===== src/rtl/rtc_hms_core.sv =====
// Time-of-day core: prescaled 1 Hz tick, BCD hh:mm:ss, validated set port,
// 12/24 h display mapping and a minute-resolution alarm.
module rtc_hms_core #(
  parameter int TICK_DIV = 65536,
  parameter bit ALARM_EN = 1'b1
) (
  input  logic       clock,
  input  logic       reset,
  input  logic       run,
  input  logic       mode_12h,
  input  logic       set_valid,
  input  logic [1:0] set_field,
  input  logic [7:0] set_data,
  input  logic [7:0] alarm_hour,
  input  logic [7:0] alarm_min,
  input  logic       alarm_arm,
  output logic [7:0] sec_bcd,
  output logic [7:0] min_bcd,
  output logic [7:0] hour_bcd,
  output logic       pm,
  output logic       tick_1hz,
  output logic       set_err,
  output logic       alarm_hit
);

  localparam int CW = $clog2(TICK_DIV);
  localparam logic [CW-1:0] CNT_MAX = CW'(TICK_DIV - 1);

  logic [CW-1:0] presc_reg;
  logic [7:0]    sec_reg, min_reg, hour_reg;
  logic          tick_reg, err_reg, hit_reg;

  logic          tick_cycle, set_ok, alarm_match;
  logic [7:0]    set_limit;
  logic          sec_wrap, min_wrap;
  logic [7:0]    sec_next, min_next, hour_next;

  function automatic logic [7:0] bcd_inc(input logic [7:0] v);
    if (v[3:0] == 4'd9) return {v[7:4] + 4'd1, 4'd0};
    else                return {v[7:4], v[3:0] + 4'd1};
  endfunction

  assign tick_cycle = run && (presc_reg == CNT_MAX);

  // Nibble checks first, so the plain magnitude compare below is a BCD compare.
  always_comb begin
    set_limit = (set_field == 2'd2) ? 8'h23 : 8'h59;
    set_ok    = set_valid && (set_field != 2'd3) &&
                (set_data[7:4] <= 4'd9) && (set_data[3:0] <= 4'd9) &&
                (set_data <= set_limit);
  end

  always_comb begin
    sec_wrap  = (sec_reg == 8'h59);
    min_wrap  = (min_reg == 8'h59);
    sec_next  = sec_wrap ? 8'h00 : bcd_inc(sec_reg);
    min_next  = min_reg;
    hour_next = hour_reg;
    if (sec_wrap) begin
      min_next = min_wrap ? 8'h00 : bcd_inc(min_reg);
      if (min_wrap) hour_next = (hour_reg == 8'h23) ? 8'h00 : bcd_inc(hour_reg);
    end
  end

  generate
    if (ALARM_EN) begin : g_alarm
      logic alarm_ok;
      assign alarm_ok = (alarm_hour[7:4] <= 4'd9) && (alarm_hour[3:0] <= 4'd9) &&
                        (alarm_min[7:4] <= 4'd9) && (alarm_min[3:0] <= 4'd9) &&
                        (alarm_hour <= 8'h23) && (alarm_min <= 8'h59);
      assign alarm_match = alarm_arm && alarm_ok && (sec_next == 8'h00) &&
                           (min_next == alarm_min) && (hour_next == alarm_hour);
    end else begin : g_no_alarm
      assign alarm_match = 1'b0;
    end
  endgenerate

  always_ff @(posedge clock) begin
    if (!reset) begin
      presc_reg <= '0;
      sec_reg   <= 8'h00;
      min_reg   <= 8'h00;
      hour_reg  <= 8'h00;
      tick_reg  <= 1'b0;
      err_reg   <= 1'b0;
      hit_reg   <= 1'b0;
    end else begin
      tick_reg <= 1'b0;
      hit_reg  <= 1'b0;
      err_reg  <= set_valid && !set_ok;
      // An accepted write wins over a coincident tick and restarts the second.
      if (set_ok) begin
        presc_reg <= '0;
        case (set_field)
          2'd0:    sec_reg  <= set_data;
          2'd1:    min_reg  <= set_data;
          default: hour_reg <= set_data;
        endcase
      end else if (run) begin
        if (tick_cycle) begin
          presc_reg <= '0;
          sec_reg   <= sec_next;
          min_reg   <= min_next;
          hour_reg  <= hour_next;
          tick_reg  <= 1'b1;
          hit_reg   <= alarm_match;
        end else begin
          presc_reg <= presc_reg + CW'(1);
        end
      end
    end
  end

  logic [4:0] hour_bin, hour_12;

  always_comb begin
    hour_bin = 5'(hour_reg[7:4]) * 5'd10 + 5'(hour_reg[3:0]);
    if (hour_bin == 5'd0)      hour_12 = 5'd12;
    else if (hour_bin > 5'd12) hour_12 = hour_bin - 5'd12;
    else                       hour_12 = hour_bin;
    if (!mode_12h)             hour_bcd = hour_reg;
    else if (hour_12 >= 5'd10) hour_bcd = {4'd1, 4'(hour_12 - 5'd10)};
    else                       hour_bcd = {4'd0, hour_12[3:0]};
    pm = mode_12h && (hour_bin >= 5'd12);
  end

  assign sec_bcd   = sec_reg;
  assign min_bcd   = min_reg;
  assign tick_1hz  = tick_reg;
  assign set_err   = err_reg;
  assign alarm_hit = hit_reg;

endmodule

===== config.mk =====
export PLATFORM = sky130hd
export DESIGN_NAME = rtc_hms_core
export DESIGN_NICKNAME = d
export VERILOG_FILES = /design/src/rtl/rtc_hms_core.sv
export SDC_FILE = /design/constraint.sdc
export NUM_CORES = 1
export LEC_CHECK = 0
export CORE_UTILIZATION = 40
export DETAILED_ROUTE_END_ITERATION = 10
export HOLD_SLACK_MARGIN = 0.03
export MAX_ROUTING_LAYER = met4
export PLACE_DENSITY = 0.76
export SLEW_MARGIN = 30
export SYNTH_ARGS = -nofsm -noshare
export SYNTH_HDL_FRONTEND = slang
export SYNTH_SLANG_ARGS = --single-unit

===== constraint.sdc =====
create_clock -name clock -period 3.85 [get_ports clock]
set_input_delay 0.9625 -clock clock [delete_from_list [all_inputs] [get_ports clock]]
set_output_delay 0.9625 -clock clock [all_outputs]
set_load 0.005 [all_outputs]

==> results.md <==
- The number of warning messages in the yosys log is 0.
- The highest net fanout along the worst path is 3.
- Sequential cells were found to cover 22.7% of the synthesized design area.
- In this run, the number of DRC markers left after iteration 0 of detailed routing was 195.
- In this run the tightest slew margin relative to its limit is 56.4%.
- The floorplan step defined a die boundary enclosing 9870 µm².
- Of the total power, combinational logic draws 18.5%.
- The tree is rooted in a sky130_fd_sc_hd__clkbuf_8.
- Entering global routing, the biggest net connects 19 pins.
- For the worst setup path, the data required time is 2.89 ns.
- The final critical-path share of the clock period is 110%.
- The dominant combinational cell family by area after synthesis is simple AND/OR/NAND/NOR gates.
- The hold-fix buffer count after cts is 0.
- The later pin in the worst-skew pair is clocked with a latency of 0.30 ns.
- The worst path in the final design needs a cycle of 4.25 ns, including I/O delays and setup.
- The highest clock rate is 235 MHz.
- After synthesis, the share of cell area in mux cells is 4.85%.
- The relative contribution of the clock network to total power is 32.2%.
- The sequential share of power is 49.3%.
- The routed layout has 4,119 vias.
- The placed wire-length estimate is 8930 µm.
- The count of nets left with antenna violations once routing finished came out at 0.
- Internal power comes to 0.000661 W.
- The largest total area in the synthesized netlist belongs to sky130_fd_sc_hd__dfxtp_1.
- The total count of hold-check failures in the final report came to 0.
- Max-cap violations in this run came to 0.
- The min-delay analysis places its worst path in the category reg2reg.
- The power density over the cells is 183 nW/µm².
- The width of the die is 99.3 µm.
- Synthesis inferred 43 register bits.
- The initial cell density of the core is 41.2%.
- The floorplan row count is 35.
- The overall routing resource usage is 24.9%.
- The critical hold path startpoint is sec_bcd[7]$_SDFFE_PN0P_.
- The final layout contains routed wiring with a total length of 11,900 µm.
- The number of global-route vias before repair is 3,943.
- The synthesized design contains 0 enable-type register cells.
- The ratio of cells with drive above 1 in the final layout is 16.3%.
- The number of nets produced by synthesis is 547.
- The worst setup path is captured at an output port.
- The peak supply drop is 0.000159 V.
- The data arrival time of the critical path is 3.29 ns.
- Before antenna repair, the detailed router went through 6 iterations.
- At the end of routability-driven placement, the weighted congestion stood at 0.983.
- In the routed design, unresolved DRC markers number 0.
- The die is 99.3 µm tall.
- For this run, the leading register cell type out of synthesis is sky130_fd_sc_hd__dfxtp_1.
- The H-tree generated during clock tree synthesis spans 2 levels.
- The first global-routing pass estimated 19,200 µm of wire.
- The worst setup path startpoint is hour_reg[4]$_SDFFE_PN0P_.
- The synthesized-area fraction occupied by xor and xnor cells is 7.73%.
- The I/O pin count is 60.
- Clock-pin slew was measured on the worst setup and hold paths at 0.09 ns.
- The register with the most flip-flops in the layout has 16 of them.
- Setup repair after global routing could not meet its margin everywhere.
- The clock net in this run drives a total of 43 sinks.
- Yosys instantiated no cell more often than sky130_fd_sc_hd__nor2_1.
- The number of antenna repair diodes is 0.
- In the synthesized netlist the async set-or-reset flop fraction comes to 0%.
- The buffer levels on the longest clock path is 2.
- The post-synthesis instance total is 489.
- The TritonCTS clock tree is yes.
- The detailed-route vias per instance is 5.98.
- The final count of pins violating max slew is 0.
- The transition time of the tightest slew-check pin is 0.636 ns.
- Summed over all cells, the static leakage comes to 1.92 nW.
- Cells fill 54.4% of the core in the end.
- After floorplanning, the core was sized to cover 9200 µm².
- The final global-route overflow total is 0.
- The area growth from synthesis to layout is 32.0%.
- Counting distinct cell types in the post-synthesis netlist gives 64.
- The post-synth design cell area is 3790 µm².
- The simple-gate area share of the yosys netlist is 28.3%.
- The synthesized-area fraction occupied by ao, oa, aoi and oai cells is 23.1%.
- The average routed wire per standard cell is 17.3 µm.
- The count of input and output buffers is 59.
- After synthesis, the mean cell area works out to 7.75 µm².
- The number of nets in the finished design is 635.
- The worst setup path is launched from a flop.
- Setup slack on the critical path of the routed design comes to -0.400 ns.
- Of the total power, the share spent switching nets is 28.0%.
- Yosys attributes the largest share of cell area to sky130_fd_sc_hd__dfxtp_1, sky130_fd_sc_hd__ha_1, sky130_fd_sc_hd__nor2_1.
- Setup violations remaining at the end of the flow were counted as 4.
- Hold timing on the final database bottoms out at a slack of 0.531 ns.
- The worst slack at placement is -0.588 ns.
- Counting instances in the post-synthesis netlist gives the leading cell types as sky130_fd_sc_hd__nor2_1, sky130_fd_sc_hd__nand2_1, sky130_fd_sc_hd__dfxtp_1, sky130_fd_sc_hd__a21oi_1, sky130_fd_sc_hd__ha_1.
- For this design the total switching power over the nets is 0.000256 W.
- The final reports fail on setup timing.
- Summing the areas of all fa, ha and maj instances in the mapped netlist gives 8.78% of the synthesized area.
- Clock tree synthesis inserted a total of 5 buffers.
- The setup path with the least slack is of type reg2out.
- The startpoint identified for the worst register-to-register timing path is sec_bcd[4]$_SDFFE_PN0P_.
- The clock arrives with 0.00293 ns of skew.
- The number of antenna violations at the first check in global routing was 0.
- The portion of synthesized cell area occupied by the leading cell type is 22.7%.
- The run finished, with violations left.
-- cell usage in the layout, fill, tap and decap left out, drive strengths merged, types with 3 or more instances in the layout --
cell type	netlist	final
clkdlybuf4s50	0	55
nor2	52	52
buf	7	50
nand2	47	47
dfxtp	43	43
a21oi	27	27
ha	25	25
o21ai	25	25
inv	19	19
xor2	17	17
a21boi	17	17
nand3	16	16
mux2i	15	15
xnor2	12	12
nand4	10	10
nor3	10	10
and3	8	8
nand2b	8	8
nor4	8	8
a31oi	8	8
nor2b	7	7
nand3b	7	7
a211o	7	7
o21a	6	6
and4	6	6
clkbuf	17	6
and3b	5	5
nor3b	5	5
nand4b	4	4
o211ai	4	4
o22ai	4	4
or2	4	4
a221oi	4	4
and2	3	3
o311a	3	3
mux2	3	3
or3	3	3
-- cell families (layout without fill, tap and decap cells) --
kind of cell               count (synthesis)  after routing
xor gates and xnor gates                  30             30
AOI/OAI and AO/OA                        124            124
DFF                                       43             43
adders and majority gates                 26             26
buffers and inverters                     43            132
muxes                                     18             18
and+or+nand+nor                          205            205
-- stage by stage --
| stage | instances | power (W) | cell area [µm²] | setup TNS (ns) |
|---|---|---|---|---|
| after floorplan | 489 | 0.000538 | 3830 | 0 |
| after global placement | 672 | 0.000615 | 4740 | -1.14 |
| after detailed placement | 672 | 0.000620 | 4740 | -1.84 |
| after CTS | 686 | 0.000911 | 4930 | -1.32 |
| after global routing | 689 | 0.000956 | 5000 | -1.67 |
| final | 689 | 0.000917 | 5000 | -1.20 |
-- worst paths after layout --
kind	to	slack [ns]	depth (start not counted)
worst max-delay path	hour_bcd[2]	-0.40	15
worst min-delay path	sec_bcd[7]$_SDFFE_PN0P_	0.53	2
worst max register to register	alarm_hit$_SDFF_PP0_	0.91	8
worst min register to register	sec_bcd[7]$_SDFFE_PN0P_	0.53	2
-- cell type report --
class,count,area [µm²]
clock inverters,2,12.5
repair buffers,105,923
well taps,111,139
flip-flops and latches,43,865
inverters,19,71.3
multi-input cells,403,2920
clock buffers,6,72.6
fillers,848,4190
-- power groups by stage --
stage	combinational (W)	sequential (W)	clock (W)
CTS	0.000162	0.000452	0.000296
global placement	0.000152	0.000463	0
global route	0.000184	0.000453	0.000319
floorplan	0.0000755	0.000462	0
detailed placement	0.000157	0.000463	0
finish	0.000170	0.000452	0.000295
-- worst max-delay path, cell delays in order (launching register included) --
cell and delay, ns:
sky130_fd_sc_hd__dfxtp_4 0.37, sky130_fd_sc_hd__ha_4 0.16, sky130_fd_sc_hd__fa_2 0.38, sky130_fd_sc_hd__xor2_4 0.22, sky130_fd_sc_hd__ha_4 0.17, sky130_fd_sc_hd__nor3b_4 0.15, sky130_fd_sc_hd__nor3_4 0.17, sky130_fd_sc_hd__o21ba_4 0.15
sky130_fd_sc_hd__nand2_2 0.05, sky130_fd_sc_hd__o21ai_2 0.08, sky130_fd_sc_hd__ha_2 0.20, sky130_fd_sc_hd__inv_2 0.04, sky130_fd_sc_hd__a21bo_4 0.22, sky130_fd_sc_hd__or3_4 0.38, sky130_fd_sc_hd__o311ai_4 0.07, sky130_fd_sc_hd__buf_2 0.16
-- per-layer routing --
layer / vias to the layer above / GRT usage, % / wire (µm)
met5: - / - / 0
met4: 0 / 8.60 / 316
met3: 33 / 3.44 / 750
met2: 163 / 41.6 / 5600
met1: 1967 / 31.0 / 5250
li1: 1956 / - / -
-- repair_timing --
action | 4_1_cts | 5_1_grt
resized for setup | 33 | 12
buffers inserted | 7 | 5
endpoints found under the setup margin | 4 | 4
gates cloned | 0 | 0
pin swaps | 14 | 12
Note: power is estimated with default switching activity, not from simulation.
